### src/rtl/seq_rec_pkg.sv
// Shared constants for the serial pattern recogniser and its status helpers.
package seq_rec_pkg;

    localparam logic MODE_NONOVL = 1'b0;
    localparam logic MODE_OVL    = 1'b1;

    localparam int unsigned PAT_W_MIN = 2;
    localparam int unsigned PAT_W_MAX = 16;

endpackage : seq_rec_pkg

### src/rtl/sat_counter.sv
// Saturating up-counter with synchronous clear; clear wins over increment.
module sat_counter #(
    parameter int unsigned W = 8
) (
    input  logic         clk,
    input  logic         rst_n,
    input  logic         clr,
    input  logic         inc,
    output logic [W-1:0] cnt
);

    logic [W-1:0] cnt_q;
    logic [W-1:0] cnt_d;

    always_comb begin
        cnt_d = cnt_q;
        if (clr) begin
            cnt_d = '0;
        end else if (inc && (cnt_q != '1)) begin
            cnt_d = cnt_q + W'(1);
        end
    end

    always_ff @(posedge clk) begin
        if (!rst_n) begin
            cnt_q <= '0;
        end else begin
            cnt_q <= cnt_d;
        end
    end

    assign cnt = cnt_q;

endmodule : sat_counter

### src/rtl/seq_pattern_rec_mealy.sv
// Mealy recogniser for a programmable, maskable serial bit pattern with
// overlapping / non-overlapping modes and a saturating hit counter.
module seq_pattern_rec_mealy
    import seq_rec_pkg::*;
#(
    parameter int unsigned PAT_W = 4,
    parameter int unsigned CNT_W = 8
) (
    input  logic             clk,
    input  logic             rst_n,
    input  logic             en,
    input  logic             d_in,
    input  logic [PAT_W-1:0] pat,
    input  logic [PAT_W-1:0] mask,
    input  logic             overlap,
    input  logic             clr,
    output logic             d_out,
    output logic [CNT_W-1:0] hit_cnt
);

    localparam int unsigned HIST_W = PAT_W - 1;
    localparam int unsigned FILL_W = $clog2(PAT_W);
    localparam logic [FILL_W-1:0] FILL_FULL = FILL_W'(PAT_W - 1);

    if ((PAT_W < PAT_W_MIN) || (PAT_W > PAT_W_MAX)) begin : g_bad_pat_w
        $error("seq_pattern_rec_mealy: PAT_W out of range");
    end
    if ((CNT_W < 1) || (CNT_W > 32)) begin : g_bad_cnt_w
        $error("seq_pattern_rec_mealy: CNT_W out of range");
    end

    logic [HIST_W-1:0] hist_q,     hist_d;
    logic [FILL_W-1:0] fill_q,     fill_d;
    logic [PAT_W-1:0]  cfg_pat_q,  cfg_pat_d;
    logic [PAT_W-1:0]  cfg_mask_q, cfg_mask_d;
    logic              cfg_ovl_q,  cfg_ovl_d;

    logic [PAT_W-1:0]  window_c;
    logic              match_c;
    logic              ovl_c;

    // Oldest bit sits in the MSB so the window lines up with pat directly.
    assign window_c = {hist_q, d_in};
    assign ovl_c    = (cfg_ovl_q == MODE_OVL);
    assign match_c  = en && (fill_q == FILL_FULL)
                      && (((window_c ^ cfg_pat_q) & cfg_mask_q) == '0);

    always_comb begin
        hist_d     = hist_q;
        fill_d     = fill_q;
        cfg_pat_d  = cfg_pat_q;
        cfg_mask_d = cfg_mask_q;
        cfg_ovl_d  = cfg_ovl_q;
        if (en) begin
            hist_d = HIST_W'({hist_q, d_in});
            if (match_c && !ovl_c) begin
                fill_d = '0;
            end else if (fill_q != FILL_FULL) begin
                fill_d = fill_q + FILL_W'(1);
            end
        end else begin
            // Idle: flush history and track the live configuration inputs.
            hist_d     = '0;
            fill_d     = '0;
            cfg_pat_d  = pat;
            cfg_mask_d = mask;
            cfg_ovl_d  = overlap;
        end
    end

    always_ff @(posedge clk) begin
        if (!rst_n) begin
            hist_q     <= '0;
            fill_q     <= '0;
            cfg_pat_q  <= '0;
            cfg_mask_q <= '0;
            cfg_ovl_q  <= MODE_NONOVL;
        end else begin
            hist_q     <= hist_d;
            fill_q     <= fill_d;
            cfg_pat_q  <= cfg_pat_d;
            cfg_mask_q <= cfg_mask_d;
            cfg_ovl_q  <= cfg_ovl_d;
        end
    end

    assign d_out = match_c;

    sat_counter #(
        .W (CNT_W)
    ) u_hit_cnt (
        .clk   (clk),
        .rst_n (rst_n),
        .clr   (clr),
        .inc   (match_c),
        .cnt   (hit_cnt)
    );

endmodule : seq_pattern_rec_mealy

### config.mk
export PLATFORM = sky130hd
export DESIGN_NAME = seq_pattern_rec_mealy
export DESIGN_NICKNAME = d
export VERILOG_FILES = /design/src/rtl/seq_rec_pkg.sv /design/src/rtl/sat_counter.sv /design/src/rtl/seq_pattern_rec_mealy.sv
export SDC_FILE = /design/constraint.sdc
export NUM_CORES = 1
export LEC_CHECK = 0
export ABC_AREA = 1
export CORE_ASPECT_RATIO = 1.2
export CORE_MARGIN = 3
export CORE_UTILIZATION = 49
export DETAILED_ROUTE_END_ITERATION = 16
export PLACE_DENSITY = 0.77
export SYNTH_ARGS = -nofsm -noshare
export SYNTH_HDL_FRONTEND = slang
export SYNTH_HIERARCHICAL = 1
export SYNTH_SLANG_ARGS = --single-unit
### constraint.sdc
create_clock -name clk -period 1.75 [get_ports clk]
set_input_delay 0.4375 -clock clk [delete_from_list [all_inputs] [get_ports clk]]
set_output_delay 0.4375 -clock clk [all_outputs]
set_load 0.05 [all_outputs]
==> impl_metrics.tcl, run 1 <==
set metrics [dict create \
    ys_warn_count 6 \
    cap_viol_max_count 0 \
    fin_crit_ps 1914 \
    root_buffer "clkbuf_4" \
    synth_area_mm2 0.001055 \
    fin_util_pct 76.99 \
    cts-buffers-inserted 3 \
    drive_gt1_share_pct 26.49 \
    route.met2.wl_um 1234 \
    chipHeight_um 56.83 \
    clkTransAtPathRegs_ps 130 \
    gp_congestion 0.8240 \
    grt_antenna_before_repair 0 \
    cts_max_path_buffers 2 \
    synth_top_area_cell "dfxtp_1" \
    crit_required_ps 1310 \
    initial_core_util_pct 54.49 \
    grt_pass1_wl_um 4057 \
    fp-row-count 17 \
    ant_nets 0 \
    syn_nets 168 \
    grt_max_degree 14 \
    crit_path_end_kind "output pin" \
    coreArea_mm2 0.001936 \
    hpwl_um 1817 \
    portBuffers 22 \
    nNetsFinal 202 \
    fin_skew_ps 13.96 \
    final_cells 213 \
    io_pins 23 \
    setup_viol 1 \
    rsz0062_at_grt "true" \
    synthCells 152 \
    cts_htree_levels 1 \
    routed_wl_um 2319 \
    place_inst 207 \
    cts_tree "yes" \
    drt-met1-wl_um 932 \
    drc 0 \
    final-hold-violation-count 0 \
    dr_wl_met3_um 99 \
    yosysTopAreaCellShare_pct 41.76 \
    layout_setup_ws_ps -164.2 \
    max_freq_ghz 0.5224 \
    first_pass_iters 4 \
    drt_iter0_drc 20 \
    drt-vias-per-instance 4.915 \
    synth_seq_area_share_pct 41.76 \
    clkSinkCount 22 \
    die_w_um 48.36 \
    grt_pass1_vias 1031 \
    grt_use_total_pct 18.94 \
    final.period_utilization_pct 109.4 \
    insertedDiodeCount 0 \
    hold_path_class "reg2reg" \
    crit_type "reg2out" \
    final_max_slew_viol_count 0 \
    globalRouteOverflowTotal 0 \
    synthTopCellsByArea "dfxtp_1, nor2_1, nand2_1" \
    dieArea_mm2 0.002748 \
    postSynthAreaPerCell_um2 6.939 \
    area_delta_synth_final_pct 41.28 \
    fin_tns_setup_ps -164.2 \
    status "complete, but fails checks" \
    highest_layer "met4" \
    powerDensity_mw_per_mm2 695.6 \
    setup.worst_path.start_class "register" \
    routed-via-count 1047 \
    worst-path-max-fanout 3 \
    p_leak_nw 0.6394 \
    wl_per_cell_um 10.89 \
    violations "setup timing" \
    synth-seq-cells 22 \
    worst_pin_slew_ps 302.0 \
    max_slew_margin_pct 79.84 \
    ir_drop_v 0.0007785 \
    netlist-cell-type-count 24 \
    arrival_ps 1480 \
    clock_latency_ps 320 \
]
## path summary, 6_finish.rpt
check                             startpoint                to  slack (ps)  cells after the start
worst min-delay path               hist_q[0]         hist_q[1]         470                      2
worst min register to register     hist_q[0]         hist_q[1]         470                      2
worst max-delay path            cfg_pat_q[1]             d_out        -160                      5
worst max register to register  cfg_pat_q[1]  u_hit_cnt/cnt[5]         130                     11
## cell usage in the layout (no fill, tap or decap), drive strengths merged
cell type      Yosys  final
nor2              43     43
nand2             31     31
o21ai             11     11
clkinv             3      3
a21oi              8      8
nand4              1      1
dfxtp             22     22
buf                2     18
nand3b             2      2
bufinv             0      1
inv               16     16
dlygate4sd2        0      2
ha                 2      2
nand3              6      6
clkdlybuf4s50      0     11
xor2               1      1
clkbuf             0      3
nor4               1      1
nor3               2      2
mux2i              1      1
## layer usage
metal	track usage, %	vias to the layer above
met5	0	-
met4	9.756	0
met3	3.979	5
met2	36.81	23
met1	18.51	477
li1	-	542
## state kept, by name, indices dropped and copies added (netlist names)
signal and count:
fill_q 2, u_hit_cnt/cnt 8, hist_q 3, cfg_pat_q 4, cfg_ovl_q 1, cfg_mask_q 4
## stage by stage
stage,setup slack (ps),instance area [um^2],total power [mW],hold WS [ps]
after global placement,-403.2,1390,0.6414,427.8
after floorplan,-363.4,1080,0.5921,421.5
after detailed placement,-493.5,1390,0.6465,444.4
final,-164.2,1490,1.037,467.4
after CTS,-238.4,1475,1.049,460.8
after global routing,-265.6,1490,1.087,492.5
## final cells by class
type	instances	area (um^2)
clock buffers	3	22.52
inverters	19	72.57
flip-flops and latches	22	445.4
fillers	138	445.4
repair buffers	31	300.3
multi-input cells	109	584.3
well taps	28	35.03
clock inverters	1	30.03
## kinds of logic after synthesis
family / synth area share [%]
flops: 41.76
mux: 0.9490
compound gates: 9.015
xor+xnor: 0.8305
simple gates: 37.13
buf+inv: 7.948
fa+ha+maj: 2.372
## what timing repair did
item / CTS / global route
gates resized for setup: 7 / 6
pin swaps: 4 / 2
setup buffers: 2 / 0
hold buffers: 0 / 0
gates cloned: 0 / 0
setup endpoints to repair: 6 / 4
## synth_stat cells
library cell	count
a21oi_1	8
buf_2	1
buf_4	1
clkinv_1	3
dfxtp_1	22
ha_1	2
inv_1	14
inv_2	2
mux2i_1	1
nand2_1	27
nand2_2	3
nand2_4	1
nand3_1	5
nand3_2	1
nand3b_1	2
nand4_1	1
nor2_1	37
nor2_2	5
nor2_4	1
nor3_1	2
nor4_2	1
o21ai_0	10
o21ai_1	1
xor2_1	1
## power by group
part | switching, mW | internal [mW]
combinational | 0.0519 | 0.0559
clock | 0.163 | 0.232
sequential | 0.0139 | 0.520
## worst max-delay path: stages (launching register included)
cell	delay (ps)
dfxtp_2	360
nor2_2	150
nor2_4	60
nor4_4	290
buf_4	170
buf_12	120
Power figures use the tool's default switching activity.
==> run 2: changes to the inputs <==
--- a/config.mk
+++ b/config.mk
@@ -9,8 +9,9 @@
 export CORE_ASPECT_RATIO = 1.2
 export CORE_MARGIN = 3
 export CORE_UTILIZATION = 49
+export CTS_CLUSTER_SIZE = 12
 export DETAILED_ROUTE_END_ITERATION = 16
-export PLACE_DENSITY = 0.77
+export PLACE_DENSITY = 0.78
 export SYNTH_ARGS = -nofsm -noshare
 export SYNTH_HDL_FRONTEND = slang
 export SYNTH_HIERARCHICAL = 1
==> constraint.sdc (replaced) <==
create_clock -name clk -period 1.75 [get_ports clk]
set_input_delay 0.35 -clock clk [delete_from_list [all_inputs] [get_ports clk]]
set_output_delay 0.35 -clock clk [all_outputs]
set_load 0.05 [all_outputs]
==> run 2 against run 1 <==
Against the previous run:
- the flow still finishes with violations (setup timing)
- die area stayed put
- clock skew down 3.6 ps
- wire length down 0.39%
- sequential cell count unchanged
- register-to-register slack better by 40 ps
- power decreased by 2.0%
- combinational power fell by 6%
- non-clock buffer count fell by 1
- worst hold slack got worse by 170 ps
- cell area down 3.0%
- clock power fell by 4%
- largest cell class unchanged
==> impl_metrics.tcl, run 2 (synthesis results as in run 1) <==
set metrics [dict create \
    cts-buffers-inserted 3 \
    layout_common_cells "nor2_1, nand2_1, dfxtp_1" \
    critPathTopFamily "simple AND/OR/NAND/NOR gates" \
    max_slew_margin_pct 83.95 \
    fp-row-count 17 \
    setup.worst_path.start_class "register" \
    initial_core_util_pct 54.49 \
    hold_path_class "in2reg" \
    critPathSlowestCell "dfxtp_2" \
    switching_share_pct 20.79 \
    combPwrFrac_pct 10.1 \
    rsz0062_at_grt "true" \
    io_pins 23 \
    cap_viol_max_count 0 \
    violations "setup timing" \
    grt_max_degree 14 \
    crit_required_ps 1400 \
    p_leak_nw 0.6322 \
    p_seq_share_pct 52.4 \
    routed-via-count 1025 \
    cts_max_path_buffers 2 \
    placed_cell_area_mm2 0.001353 \
    wl_per_cell_um 10.90 \
    dieArea_mm2 0.002748 \
    path_buf_inv 2 \
    largest_reg_flops 8 \
    setup_viol 1 \
    nNetsFinal 201 \
    arrival_ps 1420 \
    final_cells 212 \
    grt_pass1_wl_um 3815 \
    power.internal_mw 0.8046 \
    nFillCells 169 \
    cts_tree "yes" \
    grt_use_total_pct 17.66 \
    clkSinkCount 22 \
    stdcell_area_mm2 0.001445 \
    routed_wl_um 2310 \
    worst-path-max-fanout 3 \
    final.period_utilization_pct 101.3 \
    gp_congestion 0.8253 \
    switchingPower_mw 0.2111 \
    globalRouteOverflowTotal 0 \
    drive_gt1_share_pct 24.46 \
    clkTransAtPathRegs_ps 120 \
    ant_nets 0 \
    grt_antenna_before_repair 0 \
    crit_chain "nand2_1 -> nand2_1 -> nor2_2 -> nor4_4 -> buf_4 -> buf_12" \
    portBuffers 22 \
    first_pass_iters 4 \
    final-hold-violation-count 0 \
    ir_drop_v 0.0006950 \
    cpMostUsedCell "nand2_1" \
    final_max_slew_viol_count 0 \
    insertedDiodeCount 0 \
    place_inst 205 \
    die_w_um 48.36 \
    chipHeight_um 56.83 \
    fin_skew_ps 10.32 \
    status "complete, but fails checks" \
    grt_pass1_vias 937 \
    drc 0 \
    drt_iter0_drc 12 \
    power_frac_clock_pct 37.5 \
    final_common_cell "nor2_1" \
    area_delta_synth_final_pct 37.01 \
    fin_crit_ps 1773 \
    drt-vias-per-instance 4.835 \
    hpwl_um 1712 \
    powerDensity_mw_per_mm2 702.9 \
    coreArea_mm2 0.001936 \
    crit_type "reg2out" \
    layout_setup_ws_ps -22.53 \
    max_freq_ghz 0.5642 \
    clock_latency_ps 310 \
    root_buffer "clkbuf_4" \
    max_stage_delay_ps 370 \
    cts_htree_levels 1 \
    crit_path_end_kind "output pin" \
    worst_pin_slew_ps 240.4 \
]
[run 2: per-layer routing]
layer / up-vias / track usage (%) / wire length [um]
li1: 539 / - / -
met1: 463 / 18.99 / 965
met2: 21 / 32.28 / 1216
met3: 2 / 3.979 / 108
met4: 0 / 8.537 / 20
met5: - / 0 / 0
[run 2: final cells by class]
type                    count  area [um^2]  area share, %
multi-input cells         109        566.8          39.22
flip-flops and latches     22        446.7          30.91
repair buffers             30        271.5          18.79
inverters                  19        72.57          5.022
well taps                  28        35.03          2.424
clock inverters             1        30.03          2.078
clock buffers               3        22.52          1.558
[run 2: worst register-to-register path: cells and delay by family, from the launching register on]
kind	cells	cell delay (ps)
and+or+nand+nor	9	960
DFF	1	370
buffers and inverters	1	160
[run 2: worst paths after layout]
path,from,endpoint,slack [ps],cells past startpoint
setup / recovery,hist_q[0],d_out,-20,6
hold / removal,d_in,hist_q[0],300,3
setup reg to reg,hist_q[0],u_hit_cnt/cnt[7],170,10
hold reg to reg,hist_q[0],hist_q[1],460,2
[run 2: stage by stage]
stage	setup slack, ps	setup TNS, ps	hold slack, ps	util (%)	power (mW)
2_1_floorplan	-370.1	-1420	421.5	-	0.5912
3_3_place_gp	-222.1	-1171	429.8	69.88	0.6379
3_5_place_dp	-257.1	-1696	435.4	69.88	0.6420
4_1_cts	-139.0	-139.0	454.9	73.95	1.029
5_1_grt	-122.3	-122.3	298.2	74.66	1.061
6_report	-22.53	-22.53	300.4	74.66	1.016
[run 2: timing repair]
action / in CTS / in global routing
hold buffers: 0 / 0
gates resized for setup: 2 / 6
endpoints found under the setup margin: 1 / 5
pin swaps: 2 / 1
setup buffers: 3 / 0
[run 2: power by group through the flow]
stage                     logic [mW]  registers, mW  clock network (mW)
after global placement        0.0960          0.542                   0
after detailed placement      0.0992          0.543                   0
after CTS                      0.102          0.531               0.397
final                          0.102          0.532               0.381
after floorplan               0.0507          0.541                   0
after global routing           0.113          0.534               0.413
==> run 3: changes to the inputs <==
--- a/config.mk
+++ b/config.mk
@@ -6,12 +6,14 @@
 export NUM_CORES = 1
 export LEC_CHECK = 0
 export ABC_AREA = 1
+export ABC_CLOCK_PERIOD_IN_PS = 1750
 export CORE_ASPECT_RATIO = 1.2
 export CORE_MARGIN = 3
-export CORE_UTILIZATION = 49
+export CORE_UTILIZATION = 55
 export CTS_CLUSTER_SIZE = 12
 export DETAILED_ROUTE_END_ITERATION = 16
-export PLACE_DENSITY = 0.78
+export DONT_BUFFER_PORTS = 1
+export PLACE_DENSITY = 0.7
 export SYNTH_ARGS = -nofsm -noshare
 export SYNTH_HDL_FRONTEND = slang
 export SYNTH_HIERARCHICAL = 1
==> run 3 against run 2 <==
Against the previous run:
- the run now ends clean
- clock-buffer cell count up 1
- core utilization down 3.6 points
- via count fell by 9.0%
- clock skew fell by 7.9 ps
- register-to-register slack about the same
- power shrank 15%
- highest routed layer unchanged
==> impl_metrics.tcl, run 3 (synthesis results as in run 1) <==
set metrics [dict create \
    status "finished clean" \
    critPathTopFamily "flip-flops" \
    max_freq_ghz 0.5895 \
    globalRouteOverflowTotal 0 \
    pre_cts_slack_ps 173.3 \
    hold_path_class "in2reg" \
    drt-vias-per-instance 5.071 \
    area_delta_synth_final_pct 16.01 \
    nNetsFinal 183 \
    r2r-end "u_hit_cnt/cnt[5]" \
    drc 0 \
    hpwl_um 1550 \
    cts_max_path_buffers 2 \
    stdcell_area_mm2 0.001224 \
    cpMostUsedCell "nand2_2" \
    cts_htree_levels 1 \
    fin_util_pct 71.08 \
    r2r-start "fill_q[1]" \
    wl_per_cell_um 10.46 \
    dr_wl_met3_um 97 \
    drive_gt1_share_pct 21.69 \
    worst_pin_slew_ps 451.1 \
    io_pins 23 \
    final_common_cell "nor2_1" \
    p_total_mw 0.8641 \
    largest_reg_flops 8 \
    dieArea_mm2 0.002481 \
    first_pass_iters 4 \
    place_inst 179 \
    drt-met1-wl_um 789 \
    fin_tns_setup_ps 0 \
    grt_antenna_before_repair 0 \
    max_stage_delay_ps 370 \
    final.period_utilization_pct 96.93 \
    die_w_um 45.98 \
    grt_pass1_wl_um 3201 \
    final_max_slew_viol_count 0 \
    layout_common_cells "nor2_1, nand2_1, dfxtp_1" \
    initial_core_util_pct 61.26 \
    cts_tree "yes" \
    powerDensity_mw_per_mm2 706.2 \
    rrSetupSlack_ps 180 \
    crit_path_end_kind "output pin" \
    arrival_ps 1350 \
    cap_viol_max_count 0 \
    insertedDiodeCount 0 \
    p_leak_nw 0.5320 \
    worst-path-max-fanout 3 \
    gp_congestion 0.8380 \
    path_buf_inv 2 \
    highest_layer "met4" \
    route.met2.wl_um 990 \
    root_buffer "clkbuf_4" \
    min_from "en" \
    fin_skew_ps 2.468 \
    drt_iter0_drc 11 \
    grt_use_total_pct 17.58 \
    ir_drop_v 0.0005839 \
    placed_cell_area_mm2 0.001175 \
    setup_viol 0 \
    fp-row-count 16 \
    layout_setup_ws_ps 53.70 \
    clock_latency_ps 300 \
    grt_max_degree 15 \
    holdPathEnd "cfg_pat_q[3]" \
    grt_pass1_vias 825 \
    coreArea_mm2 0.001722 \
    crit_chain "ha_4 -> nand2_2 -> clkinv_2 -> nand2_2 -> nor4_4 -> buf_6" \
    setup.worst_path.start_class "register" \
    critPathSlowestCell "dfxtp_2" \
    r2r_cells 13 \
    routed-via-count 933 \
    clkTransAtPathRegs_ps 120 \
    chipHeight_um 53.97 \
    holdPathStages 1 \
    portBuffers 0 \
    final-hold-violation-count 0 \
    fin_crit_ps 1696 \
    ant_nets 0 \
    crit_type "reg2out" \
    hold-worst-slack_ps 116.9 \
    final_cells 184 \
    cts-buffers-inserted 3 \
    max_slew_margin_pct 69.82 \
    crit_required_ps 1400 \
    routed_wl_um 1925 \
    clkSinkCount 22 \
    rsz0062_at_grt "true" \
]
[run 3: cell types whose count changed in the layout (fill, tap and decap cells not counted), sizes merged]
cell / before / now
clkdlybuf4s50: 11 / 0
bufinv: 1 / 0
clkbuf: 3 / 4
dlymetal6s2s: 1 / 0
dlygate4sd2: 1 / 0
buf: 17 / 12
[run 3: per-layer routing]
metal | global-route usage [%] | up-vias
li1 | - | 505
met1 | 19.07 | 401
met2 | 31.19 | 21
met3 | 2.341 | 6
met4 | 10.90 | 0
met5 | 0 | -
[run 3: where the power goes]
group / internal [mW] / switching, mW
registers: 0.520 / 0.0113
logic: 0.0227 / 0.0331
clock network: 0.127 / 0.150
[run 3: timing repair]
action	in CTS	in global routing
hold buffers	0	0
setup endpoints to repair	1	1
gates cloned	0	0
setup buffers	1	0
pin swaps	1	0
resized for setup	1	1
[run 3: final cells by class]
cell class / instances / area, um^2
inverters: 19 / 72.57
fillers: 152 / 498.0
multi-input cells: 109 / 554.3
clock buffers: 4 / 36.28
flip-flops and latches: 22 / 444.2
well taps: 18 / 22.52
repair buffers: 12 / 93.84
[run 3: worst max-delay path by stage]
stage	end	slack (ps)	startpoint	cells past startpoint
after floorplan	u_hit_cnt/cnt[5]	-370	fill_q[1]	13
after global placement	u_hit_cnt/cnt[5]	210	fill_q[1]	12
after detailed placement	u_hit_cnt/cnt[5]	170	fill_q[1]	12
after CTS	d_out	30	hist_q[0]	5
after global routing	d_out	-40	cfg_pat_q[1]	4
final	d_out	50	fill_q[1]	6
